--- src/rtl/alu_packet_decoder_if.sv ---
// Stream bundle between the UART receiver, the packet decoder and the ALU.
// The slave modport is the decoder's view; master is the environment driving it.
interface alu_packet_decoder_if #(
  parameter int unsigned WIDTH_P = 32
);
  logic [7:0]         rx_data_i;
  logic               rx_valid_i;
  logic               rx_ready_o;
  logic [7:0]         opcode_o;
  logic [WIDTH_P-1:0] op_data_o;
  logic               op_valid_o;
  logic               op_ready_i;
  logic               op_last_o;
  logic               busy_o;
  logic               err_o;

  modport slave (
    input  rx_data_i, rx_valid_i, op_ready_i,
    output rx_ready_o, opcode_o, op_data_o, op_valid_o, op_last_o, busy_o, err_o
  );

  modport master (
    output rx_data_i, rx_valid_i, op_ready_i,
    input  rx_ready_o, opcode_o, op_data_o, op_valid_o, op_last_o, busy_o, err_o
  );
endinterface

--- src/rtl/alu_packet_decoder.sv ---
// Parses opcode / reserved / len / operand frames from the UART byte stream and
// emits operand words as a valid/ready stream; unsupported frames are drained.
module alu_packet_decoder #(
  parameter int unsigned WIDTH_P      = 32,
  parameter logic [7:0]  OPCODE_ADD_P = 8'h10,
  parameter logic [7:0]  OPCODE_MUL_P = 8'h11
) (
  input logic                 clk_i,
  input logic                 rst_ni,
  alu_packet_decoder_if.slave bus
);

  typedef enum logic [2:0] {
    S_OPCODE,
    S_RSVD,
    S_LEN_LO,
    S_LEN_HI,
    S_DATA,
    S_OUT,
    S_DRAIN
  } state_t;

  state_t             state_reg;
  logic [7:0]         opcode_reg;
  logic [WIDTH_P-1:0] word_reg;
  logic [15:0]        remaining_reg;
  logic [1:0]         byte_idx_reg;
  logic               err_reg;

  logic               accept;
  logic [15:0]        len_full;
  logic               opcode_ok;

  assign accept    = bus.rx_valid_i && (state_reg != S_OUT);
  // LEN_LO parks the low length byte in the bottom of the remaining counter.
  assign len_full  = {bus.rx_data_i, remaining_reg[7:0]};
  assign opcode_ok = (opcode_reg == OPCODE_ADD_P) || (opcode_reg == OPCODE_MUL_P);

  always_ff @(posedge clk_i or negedge rst_ni) begin
    if (!rst_ni) begin
      state_reg     <= S_OPCODE;
      opcode_reg    <= 8'h00;
      word_reg      <= '0;
      remaining_reg <= 16'h0000;
      byte_idx_reg  <= 2'd0;
      err_reg       <= 1'b0;
    end else begin
      err_reg <= 1'b0;
      case (state_reg)
        S_OPCODE: begin
          if (accept) begin
            opcode_reg <= bus.rx_data_i;
            state_reg  <= S_RSVD;
          end
        end
        S_RSVD: begin
          if (accept) state_reg <= S_LEN_LO;
        end
        S_LEN_LO: begin
          if (accept) begin
            remaining_reg <= {8'h00, bus.rx_data_i};
            state_reg     <= S_LEN_HI;
          end
        end
        S_LEN_HI: begin
          if (accept) begin
            remaining_reg <= len_full;
            byte_idx_reg  <= 2'd0;
            if (len_full == 16'h0000) begin
              err_reg   <= 1'b1;
              state_reg <= S_OPCODE;
            end else if (!opcode_ok) begin
              err_reg   <= 1'b1;
              state_reg <= S_DRAIN;
            end else begin
              state_reg <= S_DATA;
            end
          end
        end
        S_DATA: begin
          if (accept) begin
            word_reg[{byte_idx_reg, 3'b000} +: 8] <= bus.rx_data_i;
            byte_idx_reg                          <= byte_idx_reg + 2'd1;
            if (byte_idx_reg == 2'd3) state_reg <= S_OUT;
          end
        end
        S_OUT: begin
          if (bus.op_ready_i) begin
            if (remaining_reg == 16'd1) begin
              state_reg <= S_OPCODE;
            end else begin
              remaining_reg <= remaining_reg - 16'd1;
              state_reg     <= S_DATA;
            end
          end
        end
        S_DRAIN: begin
          // Same byte/word bookkeeping as DATA, but nothing is stored or emitted.
          if (accept) begin
            byte_idx_reg <= byte_idx_reg + 2'd1;
            if (byte_idx_reg == 2'd3) begin
              if (remaining_reg == 16'd1) state_reg <= S_OPCODE;
              else remaining_reg <= remaining_reg - 16'd1;
            end
          end
        end
        default: state_reg <= S_OPCODE;
      endcase
    end
  end

  assign bus.rx_ready_o = (state_reg != S_OUT);
  assign bus.op_valid_o = (state_reg == S_OUT);
  assign bus.op_last_o  = (state_reg == S_OUT) && (remaining_reg == 16'd1);
  assign bus.busy_o     = (state_reg != S_OPCODE);
  assign bus.err_o      = err_reg;
  assign bus.opcode_o   = opcode_reg;
  assign bus.op_data_o  = word_reg;

endmodule

--- src/flat_wrapper.sv ---
// flat-port wrapper written by rule: the top's interface ports become plain ports
module alu_packet_decoder_flat 
#(
  parameter int unsigned WIDTH_P      = 32,
  parameter logic [7:0]  OPCODE_ADD_P = 8'h10,
  parameter logic [7:0]  OPCODE_MUL_P = 8'h11
)
  (clk_i, rst_ni, bus_rx_data_i, bus_rx_valid_i, bus_op_ready_i, bus_rx_ready_o, bus_opcode_o, bus_op_data_o, bus_op_valid_o, bus_op_last_o, bus_busy_o, bus_err_o);
  alu_packet_decoder_if #(.WIDTH_P(WIDTH_P)) bus_i ();
  input logic clk_i;
  input logic rst_ni;
  input wire logic [$bits(bus_i.rx_data_i)-1:0] bus_rx_data_i;
  input wire logic [$bits(bus_i.rx_valid_i)-1:0] bus_rx_valid_i;
  input wire logic [$bits(bus_i.op_ready_i)-1:0] bus_op_ready_i;
  output wire logic [$bits(bus_i.rx_ready_o)-1:0] bus_rx_ready_o;
  output wire logic [$bits(bus_i.opcode_o)-1:0] bus_opcode_o;
  output wire logic [$bits(bus_i.op_data_o)-1:0] bus_op_data_o;
  output wire logic [$bits(bus_i.op_valid_o)-1:0] bus_op_valid_o;
  output wire logic [$bits(bus_i.op_last_o)-1:0] bus_op_last_o;
  output wire logic [$bits(bus_i.busy_o)-1:0] bus_busy_o;
  output wire logic [$bits(bus_i.err_o)-1:0] bus_err_o;
  assign bus_i.rx_data_i = bus_rx_data_i;
  assign bus_i.rx_valid_i = bus_rx_valid_i;
  assign bus_i.op_ready_i = bus_op_ready_i;
  assign bus_rx_ready_o = bus_i.rx_ready_o;
  assign bus_opcode_o = bus_i.opcode_o;
  assign bus_op_data_o = bus_i.op_data_o;
  assign bus_op_valid_o = bus_i.op_valid_o;
  assign bus_op_last_o = bus_i.op_last_o;
  assign bus_busy_o = bus_i.busy_o;
  assign bus_err_o = bus_i.err_o;
  alu_packet_decoder #(.WIDTH_P(WIDTH_P), .OPCODE_ADD_P(OPCODE_ADD_P), .OPCODE_MUL_P(OPCODE_MUL_P)) u_core (.clk_i(clk_i), .rst_ni(rst_ni), .bus(bus_i));
endmodule
--- config.mk ---
export PLATFORM = sky130hd
export DESIGN_NAME = alu_packet_decoder_flat
export DESIGN_NICKNAME = d
export VERILOG_FILES = /design/src/rtl/alu_packet_decoder_if.sv /design/src/rtl/alu_packet_decoder.sv /design/src/flat_wrapper.sv
export SDC_FILE = /design/constraint.sdc
export NUM_CORES = 1
export LEC_CHECK = 0
export ABC_AREA = 1
export BUFFER_PORTS_ARGS = -buffer_cell sky130_fd_sc_hd__buf_2
export CAP_MARGIN = 20
export CORE_MARGIN = 2
export CORE_UTILIZATION = 55
export DETAILED_ROUTE_END_ITERATION = 6
export PLACE_DENSITY = 0.82
export SLEW_MARGIN = 20
export SYNTH_ARGS = -nofsm -noshare
export SYNTH_HDL_FRONTEND = slang
export SYNTH_SLANG_ARGS = --single-unit
--- constraint.sdc ---
create_clock -name clk_i -period 3.1 [get_ports clk_i]
set_input_delay 0.31 -clock clk_i [delete_from_list [all_inputs] [get_ports clk_i]]
set_output_delay 0.31 -clock clk_i [all_outputs]
set_load 0.02 [all_outputs]
---- Word-level counts from Yosys, hierarchy flattened ----
Index checks and enable logic that the tools add are counted.
storage, ports and cells
  bits of input ports ..................... 12
  word-level logic and storage cells ...... 80
  flip-flop bits (word level) ............. 62
cells by class
  reduce and logical (&&, ||, !) cells .... 16
  bitwise logic cells ..................... 1
  add/subtract/negate cells ............... 3
  shift-type cells ........................ 2
  equal/unequal tests ..................... 22
  mux-type cells .......................... 29
operators with widths
  operator                                              count
  two-way mux 16 bit                                    6
  case mux 16 bit (4 select lines)                      1
  two-way mux 3 bit                                     12
  bitwise mux 32 bit                                    1
  variable shift 8 x 7 -> 32 bit, first input constant  1
  indexed part select 8 x 7 -> 32 bit                   1
  case mux 3 bit (7 select lines)                       1
  != test 2 x 1 -> 1 bit, second input constant         10
  equality test 16 x 1 -> 1 bit, second input constant  1
  equality test 8 x 5 -> 1 bit, second input constant   2
  zero test 16 bit                                      1
  subtractor 16 x 1 -> 16 bit, second input constant    1
  AND reduction 6 bit                                   2
  AND reduction 10 bit                                  1
  equality test 3 bit, second input constant            3
  negation 5 -> 7 bit                                   1
  equality test 3 x 2 -> 1 bit, second input constant   2
  two-way mux 2 bit                                     3
  nonzero test 3 bit                                    2
  two-way mux 1 bit                                     4
  case mux 2 bit (2 select lines)                       1
  AND reduction 2 bit                                   2
  nonzero test 4 bit                                    1
  equality test 3 x 1 -> 1 bit, second input constant   1
  other kinds (11)                                      12

---- Logic depth before layout (Yosys ltp) ----
  depth after elaboration ................. 6
  gate-level depth with buffers ........... 11
  gate-level depth less buffers ........... 11

---- Worst setup path after synthesis ----
Ideal clock, no wire load.
  kind .................................... register to register
  start ................................... register u_core.byte_idx_reg[0]
  end ..................................... register u_core.word_reg[16], in the netlist u_core.bus.op_data_o[16]
  period minus slack after synthesis ...... 2.017 ns
  setup slack ............................. 1.083 ns
  path buffers ............................ 3
  cell stages (with the launch flop) ...... 10
  setup time .............................. 0.066 ns
  arrival ................................. 1.951 ns
  cell sequence ........................... dfrtp_1 > clkbuf_1 > inv_1 > ha_1 > buf_2 > inv_1 > clkbuf_1 > nor2_1 > nand3_1 > nand2_1
on the way
  cells in the longest elaborated chain, start to end .. 3
ends and longest elaborated chain
  element                                                                                       line                       source
  start: declaration                                                                            alu_packet_decoder.sv:27   logic [1:0] byte_idx_reg;
  start signal: assignment                                                                      alu_packet_decoder.sv:83   byte_idx_reg <= byte_idx_reg + 2'd1;
  start signal: assignment                                                                      alu_packet_decoder.sv:100  byte_idx_reg <= byte_idx_reg + 2'd1;
  negation 5 -> 7 bit *                                                                         alu_packet_decoder.sv:82   word_reg[{byte_idx_reg, 3'b000} +: 8] <= bus.rx_data_i;
  indexed part select 8 x 7 -> 32 bit / variable shift 8 x 7 -> 32 bit (equally long branches)  alu_packet_decoder.sv:82
  bitwise mux 32 bit *                                                                          alu_packet_decoder.sv:82
  end signal: indexed assignment                                                                alu_packet_decoder.sv:82
  end: declaration                                                                              alu_packet_decoder.sv:25   logic [WIDTH_P-1:0] word_reg;
Every way passes the cells marked *; elsewhere a longest branch is shown, timed or not.
A chain may end at the register's enable or synchronous reset.

---- Final worst setup path ----
  start ................................... register u_core.byte_idx_reg[1]
  end ..................................... register u_core.word_reg[6], in the netlist u_core.bus.op_data_o[6]
The elaborated chain is that of the path after synthesis.

==> results by group <==
Status
  • Status: finished with violations
  • Failing checks: negative hold slack

Yosys
  • Netlist cell types: 30
  • Cells after synthesis: 475
  • Synth top area cells: dfrtp_1, nand2_1, o21ai_0
  • Post-synthesis register bit count: 62
  • Post-synth EDFFs: 0
  • Area leader, netlist: dfrtp_1
  • Post-synthesis average cell area: about 7.4 um2
  • Mapped cell area: 0.00353 mm2
  • Count leader, synth: nand2_1
  • Top cell type's share of synthesized area: about 44%
  • Net Count, Synth: 495
  • Async SR Flop Fraction: between 90% and 100%
  • Post-synthesis sequential area ratio: a little over two fifths
  • Synthesis Warnings: 0
  • Synth top cells by count: nand2_1, dfrtp_1, o21ai_0
  • Top FF cell, synth: dfrtp_1

Power
  • Power Dens Cells: approximately 940 mW/mm2
  • Net Sw Power: ~1.9 mW
  • Static Leakage: about 2.3 nW
  • Reg power frac: 33.7%
  • Switch share: roughly 50%
  • Peak supply drop: ~0.00051 V
  • Clock Power Share: ~17%
  • P_int: 1.92 mW
  • Final Total Pwr: roughly 3.8 mW
  • Comb pwr share: between 40 and 50%

Floorplanning
  • Die Y: between 80 and 90 um
  • Core Box Area: around 0.0063 mm2
  • Row cnt: 29
  • Die ar.: around 0.0071 mm2
  • Initial Util: about 56%
  • # IOs: 57
  • Die Width: between 80 and 90 um

Setup path
  • Reg2Reg Capture Point: u_core.bus.op_data_o[6]
  • Slowest CP cell: nor2_1
  • CP arrival: 2.36 ns
  • R2r setup slk: ~1.0 ns
  • Crit path kind: reg -> reg
  • Startpoint Class: flop
  • Worst setup endpoint: u_core.bus.op_data_o[6]
  • Biggest cell delay along the critical path: roughly 0.42 ns
  • Crit path max fanout: 11
  • Worst r2r src: u_core.byte_idx_reg[1]
  • Critical Path Sink Type: flop
  • CP Cell Sequence: inv_1 > ha_1 > inv_1 > nand2_1 > nor2_1 > nand3_1 > nand2_1
  • Worst reg2reg path depth: 7
  • Critical path required time: around 3.4 ns
  • Worst setup path startpoint: u_core.byte_idx_reg[1]

Timing
  • Final max-slew violation count: 0
  • Max-slew headroom: a little over half
  • Final WS setup: approximately 1 ns
  • Least-Margin Pin Slew: about 0.68 ns
  • Final setup fails: 0
  • RSZ-0062 raised after global routing: false
  • Max Clock Freq: between 400 and 500 MHz
  • Worst Clk Skew: ~0.012 ns
  • Min Tclk post-route: a little over 2 ns
  • Hold slack: -0.0538 ns
  • Fin Setup TNS: 0 ns
  • Period Utilization, post-route: between 60% and 70%
  • Fin. Hold Viols: 42

Detailed routing
  • # DRC: 0
  • WL/cell: ~15 um
  • Via Count: 3393
  • Vias/cell: around 5.5
  • DR iter-0 viols: ~230
  • Pre-antenna DRT Iters: 5
  • Total Routed Length: 9220 um
  • Antenna-violating nets left: 0

Placed design
  • Post-Place Cells: around 600
  • Setup WS pre-CTS: 1.10 ns
  • Dpl hpwl: approximately 6600 um
  • Placed inst area: ~0.0039 mm2
  • Final RePlAce weighted congestion: between 0.8 and 0.9
  • Input/output buffers: 56

Cells and area
  • Finished Cell Area: between 0.004 and 0.005 mm2
  • Core Util, Final: between 60% and 70%
  • FILL cells: approximately 550
  • Area Overhead vs Synth: 14.3%
  • Share of layout cells above drive strength 1: 18.5%
  • Nets: approximately 550
  • Fin cells: between 600 and 700
  • Antenna Cells: 0
  • FF/Latch Area: 0.00155 mm2
  • Max reg flops: 32
  • Multi-input gate area: 0.00174 mm2

GRT
  • Vias in the first global route: roughly 3.2k
  • Grt ovf: 0
  • GRT Util Overall: 27.6%
  • Initial antenna violation count: 0
  • Pin count of the biggest net entering global routing: 44
  • First-pass GRT wire length: ~15000 um

Clock tree
  • Post-CTS setup buffers: 0
  • CTS Buf Count: 9
  • Sink Count: 62
  • CTS tree: done
  • Clock Path Buffers: 2
  • H-tree levels: 3
  • Clk slew on worst S/H paths: approximately 0.080 ns
  • Post-CTS sizing: 0
  • Clock latency on the worst-skew pair: approximately 0.36 ns
  • CTS root buf: clkbuf_8
  • Cts hold-fix bufs: 0

Worst hold path
  • Worst hold path type: in -> async

Flow run
  • Max-cap violations: 0
[worst min-delay path by stage]
stage,startpoint,endpoint,slack [ns],cells after the start
after CTS,rst_ni,u_core.remaining_reg[14],0.15,1
after detailed placement,u_core.bus.op_data_o[1],u_core.bus.op_data_o[1],0.48,2
after global placement,u_core.bus.op_data_o[1],u_core.bus.op_data_o[1],0.47,2
after floorplan,rst_ni,u_core.bus.err_o,0.01,0
after global routing,rst_ni,u_core.remaining_reg[0],0.0006,1
final,rst_ni,u_core.remaining_reg[14],-0.05,1
[layer usage]
metal | GRT usage, % | part of all wire [%] | up-vias
met2 | 44.4 | 49 | 129
li1 | - | - | 1650
met3 | 4.65 | 6.7 | 17
met5 | 0 | 0 | -
met1 | 36.9 | 43 | 1597
met4 | 12.2 | 1.7 | 0
[cell type report]
| cell class | count | area share [%] |
|---|---|---|
| Clock buffer | 11 | 3.75 |
| Clock inverter | 4 | 0.558 |
| Inverter | 46 | 4.46 |
| Multi-Input combinational cell | 354 | 43.0 |
| Sequential cell | 62 | 38.4 |
| Tap cell | 77 | 2.39 |
| Timing Repair Buffer | 58 | 7.38 |
[placed cells by master (no fill, tap or decap)]
cell type / count
a21oi_1: 6
a21oi_4: 1
a22oi_1: 1
buf_2: 55
buf_4: 3
clkbuf_8: 11
clkinv_2: 3
clkinvlp_4: 1
dfrtp_1: 62
ha_1: 8
inv_1: 41
inv_2: 2
inv_4: 3
nand2_1: 154
nand2_2: 4
nand2_4: 2
nand2_8: 1
nand3_1: 42
nand3_2: 1
nand3_4: 1
nand4_1: 20
nor2_1: 40
nor2_2: 8
nor2_8: 2
nor3_1: 2
o211ai_1: 1
o21ai_0: 44
o21ai_1: 9
o21bai_1: 4
o22ai_1: 1
or2_2: 1
xnor2_1: 1
[critical path: cells and delay by family (launching register included)]
kind,cells,cell delay (ns)
fa+ha+maj,1,0.41
buf+inv,2,0.43
flops,1,0.41
simple gates,4,0.76
[power groups by stage]
stage          combinational, mW  sequential, mW  clock (mW)
2_1_floorplan               1.29            1.36           0
3_3_place_gp                1.80            1.28           0
3_5_place_dp                1.84            1.29           0
4_1_cts                     1.85            1.28       0.663
5_1_grt                     2.09            1.31       0.692
6_report                    1.86            1.28       0.651
[logic make-up after synthesis]
kind of cell | share of synthesized area (%)
compound gates | 10.3
xor+xnor | 0.248
fa+ha+maj | 2.83
buf+inv | 6.87
flops | 43.9
simple gates | 35.8
Note: power is estimated with default switching activity, not from simulation.
